**src/rtl/aes_pkg.sv**
```systemverilog
// Shared types and constants for the AES-256 CTR framing path.
package aes_pkg;

    localparam int AES_BLOCK_SIZE  = 128;
    localparam int AES_KEY_LENGTH  = 256;
    localparam int AES_BLOCK_BYTES = AES_BLOCK_SIZE / 8;
    localparam logic [AES_BLOCK_BYTES-1:0] KEEP_FULL = '1;

    typedef enum logic [4:0] {
        ST_IDLE   = 5'b00001,
        ST_KEY_LO = 5'b00010,
        ST_KEY_HI = 5'b00100,
        ST_CTR    = 5'b01000,
        ST_DATA   = 5'b10000
    } framer_state_t;

endpackage

```
**src/rtl/aes_axis_reg_slice.sv**
```systemverilog
// One-entry AXI-Stream pipeline register: accepted beat appears downstream one cycle later,
// and the entry can be refilled in the same cycle it drains.
module aes_axis_reg_slice
    import aes_pkg::*;
#(
    parameter int DATA_W = AES_BLOCK_SIZE,
    parameter int KEEP_W = AES_BLOCK_BYTES
) (
    input  logic              Clk,
    input  logic              Rst_n,
    input  logic              s_valid,
    output logic              s_ready,
    input  logic [DATA_W-1:0] s_data,
    input  logic [KEEP_W-1:0] s_keep,
    input  logic              s_last,
    output logic              m_valid,
    input  logic              m_ready,
    output logic [DATA_W-1:0] m_data,
    output logic [KEEP_W-1:0] m_keep,
    output logic              m_last
);

    logic              vld_p1;
    logic [DATA_W-1:0] data_p1;
    logic [KEEP_W-1:0] keep_p1;
    logic              last_p1;

    assign s_ready = !vld_p1 || m_ready;

    // p0 -> p1: load on accept, otherwise drain when the consumer takes the beat
    always_ff @(posedge Clk or negedge Rst_n) begin
        if (!Rst_n) begin
            vld_p1  <= 1'b0;
            data_p1 <= '0;
            keep_p1 <= '0;
            last_p1 <= 1'b0;
        end else if (s_valid && s_ready) begin
            vld_p1  <= 1'b1;
            data_p1 <= s_data;
            keep_p1 <= s_keep;
            last_p1 <= s_last;
        end else if (m_ready) begin
            vld_p1  <= 1'b0;
        end
    end

    assign m_valid = vld_p1;
    assign m_data  = data_p1;
    assign m_keep  = keep_p1;
    assign m_last  = last_p1;

endmodule

```
**src/rtl/aes256_ctr_framer.sv**
```systemverilog
// Frames one key/IV config plus one plaintext packet into the cipher core stream:
// key low half, key high half, counter block, then payload beats.
module aes256_ctr_framer
    import aes_pkg::*;
#(
    parameter int BLOCK_SIZE = AES_BLOCK_SIZE,
    parameter int KEY_LENGTH = AES_KEY_LENGTH,
    parameter bit CHECK_KEEP = 1'b1
) (
    input  logic                    Clk,
    input  logic                    Rst_n,
    input  logic                    Cfg_valid,
    output logic                    Cfg_ready,
    input  logic [KEY_LENGTH-1:0]   Cfg_key,
    input  logic [BLOCK_SIZE-1:0]   Cfg_iv,
    input  logic                    S_axis_tvalid,
    output logic                    S_axis_tready,
    input  logic [BLOCK_SIZE-1:0]   S_axis_tdata,
    input  logic [BLOCK_SIZE/8-1:0] S_axis_tkeep,
    input  logic                    S_axis_tlast,
    output logic                    M_axis_tvalid,
    input  logic                    M_axis_tready,
    output logic [BLOCK_SIZE-1:0]   M_axis_tdata,
    output logic [BLOCK_SIZE/8-1:0] M_axis_tkeep,
    output logic                    M_axis_tlast,
    output logic                    M_axis_tuser,
    output logic                    Busy,
    output logic                    Err_keep
);

    localparam int KEEP_W = BLOCK_SIZE / 8;
    localparam logic [KEEP_W-1:0] KEEP_ALL = '1;

    framer_state_t state, state_nxt;
    logic [KEY_LENGTH-1:0] key_q;
    logic [BLOCK_SIZE-1:0] iv_q;
    logic                  in_done;

    logic                  slc_s_valid, slc_s_ready, slc_m_ready;
    logic                  slc_m_valid, slc_m_last;
    logic [BLOCK_SIZE-1:0] slc_m_data;
    logic [KEEP_W-1:0]     slc_m_keep;
    logic                  s_hs, tail_hs;

    assign slc_s_valid   = (state == ST_DATA) && !in_done && S_axis_tvalid;
    assign slc_m_ready   = (state == ST_DATA) && M_axis_tready;
    assign S_axis_tready = (state == ST_DATA) && !in_done && slc_s_ready;
    assign s_hs          = S_axis_tvalid && S_axis_tready;
    assign tail_hs       = (state == ST_DATA) && slc_m_valid && slc_m_last && M_axis_tready;
    assign Busy          = (state != ST_IDLE);

    aes_axis_reg_slice #(
        .DATA_W (BLOCK_SIZE),
        .KEEP_W (KEEP_W)
    ) u_slice (
        .Clk     (Clk),
        .Rst_n   (Rst_n),
        .s_valid (slc_s_valid),
        .s_ready (slc_s_ready),
        .s_data  (S_axis_tdata),
        .s_keep  (S_axis_tkeep),
        .s_last  (S_axis_tlast),
        .m_valid (slc_m_valid),
        .m_ready (slc_m_ready),
        .m_data  (slc_m_data),
        .m_keep  (slc_m_keep),
        .m_last  (slc_m_last)
    );

    always_comb begin
        state_nxt     = state;
        Cfg_ready     = 1'b0;
        M_axis_tvalid = 1'b0;
        M_axis_tdata  = '0;
        M_axis_tkeep  = '0;
        M_axis_tlast  = 1'b0;
        M_axis_tuser  = 1'b0;
        case (state)
            ST_IDLE: begin
                Cfg_ready = 1'b1;
                if (Cfg_valid) state_nxt = ST_KEY_LO;
            end
            ST_KEY_LO: begin
                M_axis_tvalid = 1'b1;
                M_axis_tdata  = key_q[BLOCK_SIZE-1:0];
                M_axis_tkeep  = KEEP_ALL;
                M_axis_tuser  = 1'b1;
                if (M_axis_tready) state_nxt = ST_KEY_HI;
            end
            ST_KEY_HI: begin
                M_axis_tvalid = 1'b1;
                M_axis_tdata  = key_q[KEY_LENGTH-1:BLOCK_SIZE];
                M_axis_tkeep  = KEEP_ALL;
                M_axis_tuser  = 1'b1;
                if (M_axis_tready) state_nxt = ST_CTR;
            end
            ST_CTR: begin
                M_axis_tvalid = 1'b1;
                M_axis_tdata  = iv_q;
                M_axis_tkeep  = KEEP_ALL;
                M_axis_tuser  = 1'b1;
                if (M_axis_tready) state_nxt = ST_DATA;
            end
            ST_DATA: begin
                M_axis_tvalid = slc_m_valid;
                M_axis_tdata  = slc_m_data;
                M_axis_tkeep  = slc_m_keep;
                M_axis_tlast  = slc_m_last;
                if (tail_hs) state_nxt = ST_IDLE;
            end
            default: state_nxt = ST_IDLE;
        endcase
    end

    // in_done blocks further input once tlast is taken, until that beat leaves
    always_ff @(posedge Clk or negedge Rst_n) begin
        if (!Rst_n) begin
            state    <= ST_IDLE;
            key_q    <= '0;
            iv_q     <= '0;
            in_done  <= 1'b0;
            Err_keep <= 1'b0;
        end else begin
            state <= state_nxt;
            if (state == ST_IDLE && Cfg_valid) begin
                key_q <= Cfg_key;
                iv_q  <= Cfg_iv;
            end
            if (tail_hs)
                in_done <= 1'b0;
            else if (s_hs && S_axis_tlast)
                in_done <= 1'b1;
            Err_keep <= CHECK_KEEP && s_hs && !S_axis_tlast && (S_axis_tkeep != KEEP_ALL);
        end
    end

endmodule

```
**config.mk**
```make
export PLATFORM = sky130hd
export DESIGN_NAME = aes256_ctr_framer
export DESIGN_NICKNAME = d
export VERILOG_FILES = /design/src/rtl/aes_pkg.sv /design/src/rtl/aes_axis_reg_slice.sv /design/src/rtl/aes256_ctr_framer.sv
export SDC_FILE = /design/constraint.sdc
export NUM_CORES = 1
export LEC_CHECK = 0
export BUFFER_PORTS_ARGS = -buffer_cell sky130_fd_sc_hd__buf_2
export CORE_AREA = 8 8 261 263
export DETAILED_ROUTE_END_ITERATION = 8
export DIE_AREA = 0 0 269 271
export HOLD_SLACK_MARGIN = 0.15
export PLACE_DENSITY_LB_ADDON = 0.1
export SETUP_SLACK_MARGIN = 0.4
export SLEW_MARGIN = 25
export SYNTH_ARGS = -nofsm -noshare
export SYNTH_HDL_FRONTEND = slang
export SYNTH_SLANG_ARGS = --single-unit
```
**constraint.sdc**
```tcl
create_clock -name Clk -period 2.51 [get_ports Clk]
set_clock_uncertainty 0.2 [all_clocks]
set_input_delay 0.6275 -clock Clk [delete_from_list [all_inputs] [get_ports Clk]]
set_output_delay 0.6275 -clock Clk [all_outputs]
set_load 0.05 [all_outputs]
```
### Word-level counts from Yosys, hierarchy flattened

Index checks and enable logic that the tools add are counted.

| cells by class | value |
|---|---|
| eq/ne operators | 12 |
| muxes and demuxes | 16 |
| reduce and logical (&&, ||, !) cells | 21 |

Operator list:

| operator | count |
|---|---|
| $pmux 128 s4 | 1 |
| $pmux 16 s2 | 1 |
| $mux 5 | 5 |
| $pmux 5 s5 | 1 |
| $ne 16x16->1 const B | 1 |
| $logic_and 1x1->1 | 13 |
| $ne 2x2->1 const B | 5 |
| $mux 1 | 7 |
| $eq 5x1->1 const B | 1 |
| $eq 5x2->1 const B | 1 |
| $eq 5x3->1 const B | 1 |
| $eq 5x4->1 const B | 1 |
| $eq 5x5->1 const B | 1 |
| $ne 5x1->1 const B | 1 |
| $reduce_and 5->1 | 1 |
| $reduce_bool 2->1 | 2 |
| $logic_not 1->1 | 3 |
| $reduce_or 3->1 | 1 |
| $pmux 1 s2 | 1 |
| $logic_or 1x1->1 | 1 |

| storage, ports and cells | value |
|---|---|
| bits in registers | 537 |
| bits of input ports | 534 |
| output and inout port bits | 151 |

### Longest topological paths before layout

| depth | value |
|---|---|
| depth after elaboration | 8 |
| gate-level depth with buffers | 7 |
| depth with buffers taken out | 4 |

### Cells and area by module

A second synthesis with hierarchy kept.

| unflattened totals | value |
|---|---|
| cell total of the unflattened synthesis | 1651 |
| area total of the unflattened synthesis | 24614.9 sq um |

By module, submodules not included:

| module | instances | cells each | area an instance (sq um) | sequential area each (sq um) |
|---|---|---|---|---|
| aes256_ctr_framer | 1 | 1342 | 18997.0 | 9785.6 |
| aes_axis_reg_slice | 1 | 309 | 5617.9 | 3653.5 |

### Least setup slack after synthesis

OpenSTA, ideal clock, no wires.

| path | value |
|---|---|
| kind | reg2out |
| start point | register state[4] |
| end point | output port M_axis_tdata[20] |
| arrival time | 1.841 ns |
| required time | 1.683 ns |
| setup slack | -0.159 ns |
| cell stages (with the launch flop) | 7 |
| path buffers | 2 |
| cells stage by stage | dfrtp_1 > nor2_1 > and4bb_2 > clkbuf_1 > buf_1 > a22oi_1 > nand2_1 |

| on the way | value |
|---|---|
| cells in the longest elaborated chain, start to end | 2 |

Ends and longest elaborated chain:

| what | RTL line | RTL |
|---|---|---|
| start: declaration | aes256_ctr_framer.sv:34 | `framer_state_t state, state_nxt;` |
| start signal: assignment | aes256_ctr_framer.sv:124 | `state <= state_nxt;` |
| $eq 5x5->1, or another cell as far along | aes256_ctr_framer.sv:78 | `case (state)` |
| $pmux 128 s4 (*) | aes256_ctr_framer.sv:78 |  |
| end: declaration | aes256_ctr_framer.sv:23 | `output logic [BLOCK_SIZE-1:0] M_axis_tdata,` |

Mark *: on every way between the ends. The rest lies on a longest branch, timed or not.

### Worst setup path after layout

| path | value |
|---|---|
| start point | register state[0] |
| end point | output port M_axis_tdata[32] |

The elaborated chain is that of the path after synthesis.

==> metrics.cfg <==
[status]
outcome=finished with violations
violations=negative setup slack

[yosys]
synth_common_cells=536 x dfrtp_1, 399 x mux2_4, 257 x a22oi_1
syn_nets=2182
synth-compound-area-share=0.0812
synth_edf_count=0
synthAdderAreaFrac=0
syn-cell-area_sq_um=24900
ys.flop_type=dfrtp_1
synth_area_per_cell_sq_um=15.1
synthSimpleGateAreaFrac=0.0313
async_reset_ff_frac=1.00
synth_seq_cells=537
ys_seq_area_frac=0.539
synth_top_area_frac=0.538
synth_area_leaders=dfrtp_1 54%, mux2_4 24%, a22oi_1 7.7%, mux2_1 4.5%, buf_12 2.7%
synthXorXnorAreaFrac=0.000352
synthDistinctLibCells=36
synth_top_area_cell=dfrtp_1
synthMuxAreaShare=0.300
synth_top_family_by_area=multiplexers
syn-instance-count=1648
yosysWarnings=0
yosysMostFrequentCell=dfrtp_1

[grt]
grt_pass1_vias=22800
grt_max_degree=62
grt_antenna_before_repair=27
grt_usage=0.257
globalRoute.totalOverflow=0
grt_pass1_wl_microns=144000

[placed_design]
hpwlAfterDp_microns=62900
dpl.cell_count=3183
gp_congestion=0.863
io_buffers=684

[timing]
hold_slack_ns=0.256
finalMaxSlewViolations=0
worst_pin_slew_ns=0.530
timing.final.ws_setup_ns=-0.675
min_period_ns=3.19
final_hold_viol_count=0
setup_viol=516
rsz0062_at_grt=yes
post-route-period-util=1.27
fmax_ghz=0.314
slew_headroom=0.647

[critical_path]
cp.required_ns=1.68
worstPathCellList=nor2b_2 > and2_4 > buf_12 > buf_4 > a22oi_2 > nand2_4 > buf_6
crit_start=state[0]
reg2reg_from=state[3]
worst_path_max_delay_cell=dfstp_2
crit_fanout=14
crit_arrival_ns=2.36
critical_path.endpoint=M_axis_tdata[32]
r2r_slack_ns=-0.23
crit_type=register to output port
end_kind=output port
reg2regPathDepth=11
slowest_delay_ns=0.58
r2r_end=key_q[199]
worstSetupStartpointType=register

[min_path]
hp-class=input port to register
holdCritStartpoint=M_axis_tready

[cts]
clkTransAtPathRegs_ns=0.06
cts.sinks=537
cts-root-buf=clkbuf_16
cts_buffers=60
clk_latency_ns=0.62
clockBufferDepth=3
cts_tree=built
cts_max_level=2

[routing]
drtIter0Drc=1082
via_per_inst=5.08
antenna_left=0
wl_per_cell_microns=25.1
vias=20000
wl_microns=98800
drcViolationCount=0
dr.pass1.iters=7

[pwr]
power.leakage_uw=0.0205
internal_power_uw=29400
p_comb_frac=0.447
pwr-share-clk=0.205
power.switching_uw=15500
power_density_nw_per_um2=1070
pwr-share-seq=0.348
peakVddDrop_uv=679
p_sw_frac=0.345

[die]
start_util=0.390
rows=93
coreArea_sq_um=63900
die-area_sq_um=72900
fp.dieW_microns=269
dieHeight_microns=271
io_pins=685

[cells_and_area]
area_delta_synth_final_pct=69.0
nFillCells=4426
register_area_sq_um=13400
nets=3535
multi_input_area_sq_um=12200
drive_above_1_share=0.588
final_cell_count_no_fill=3934

[flow_run]
maxCapViolations=0

cells by family after synthesis:
group,after synthesis
flops,537
mux,530
compound gates,270
simple gates,186
buf+inv,124
xor+xnor,1
routing by layer:
metal | track usage | wire (microns) | part of all wire
met2 | 0.436 | 49100 | 0.50
met4 | 0.106 | 4420 | 0.045
met5 | 0 | 27 | 0.00027
met1 | 0.314 | 39500 | 0.40
met3 | 0.0534 | 5740 | 0.058
how the worst min path moves through the flow:
stage,endpoint,slack [ns],cells after the start
finish,state[2],0.26,4
global placement,u_slice.m_data[5],0.27,1
global route,state[2],0.26,4
floorplan,Err_keep,0.13,0
CTS,state[2],0.20,4
detailed placement,u_slice.m_keep[15],0.28,1
worst max-delay path: cells and delay by family (launching register included):
kind | cells | cell delay (ns)
flip-flops | 1 | 0.58
buffers and inverters | 3 | 0.49
AO/OA/AOI/OAI | 1 | 0.26
AND/OR/NAND/NOR | 3 | 0.40
per-stage QoR:
step                      setup slack [ns]  TNS (ns)  instance area [sq um]  total power, uW  utilization
final                               -0.675   -142.43                  42100            44900        0.659
after global routing                -0.763   -188.33                  42100            46800        0.659
after CTS                           -0.712    -93.50                  41000            43700        0.642
after detailed placement            -0.134    -10.24                  31200            31500        0.489
after global placement              -0.116     -6.42                  31200            31200        0.489
after floorplan                     0.0321         0                  26300            28000            -
registers in the layout, summed over array words and instances (netlist names):
register and flops:
iv_q 128, u_slice.m_data 128, state 5, u_slice.m_keep 16, in_done 1, key_q 256, Err_keep 1, u_slice.m_valid 1
u_slice.m_last 1
final cells by class:
| cell class | instances | share of cell area |
|---|---|---|
| Sequential cell | 537 | 0.319 |
| Timing Repair Buffer | 1410 | 0.314 |
| Multi-Input combinational cell | 988 | 0.291 |
| Clock buffer | 86 | 0.0421 |
| Tap cell | 855 | 0.0254 |
| Clock inverter | 26 | 0.00699 |
| Antenna cell | 28 | 0.00166 |
| Inverter | 4 | 0.000416 |
layout by cell type (no fill, tap or decap), types with 3 or more instances in the layout:
cell,n
nand4_1,4
o21ai_0,3
buf_12,75
clkbuf_16,76
buf_6,76
a22oi_2,209
a22oi_1,48
nand2_8,16
buf_8,77
nand2_1,9
mux2_2,31
mux2_4,399
clkinv_2,16
clkbuf_8,15
bufinv_16,6
and2_4,3
diode_2,28
dfrtp_1,533
clkbuf_1,10
buf_4,74
buf_16,26
dlygate4sd3_1,533
mux2_1,100
dfrtp_2,3
buf_2,533
nand2_4,50
nand2_2,90
repair_timing:
action,CTS,global route
buffers inserted,19,25
resized for setup,475,105
gates cloned,18,16
pin swaps,81,40
hold buffers,533,0
hold endpoints to repair,829,0
setup endpoints to repair,671,682
power by group through the flow:
stage | registers [uW] | clock network, uW | logic, uW
after floorplan | 14400 | 0 | 13600
final | 15600 | 9220 | 20100
after global placement | 15100 | 0 | 16200
after CTS | 15400 | 9420 | 18900
after detailed placement | 15200 | 0 | 16300
after global routing | 16000 | 9800 | 20900
(Power assumes the default switching activity.)
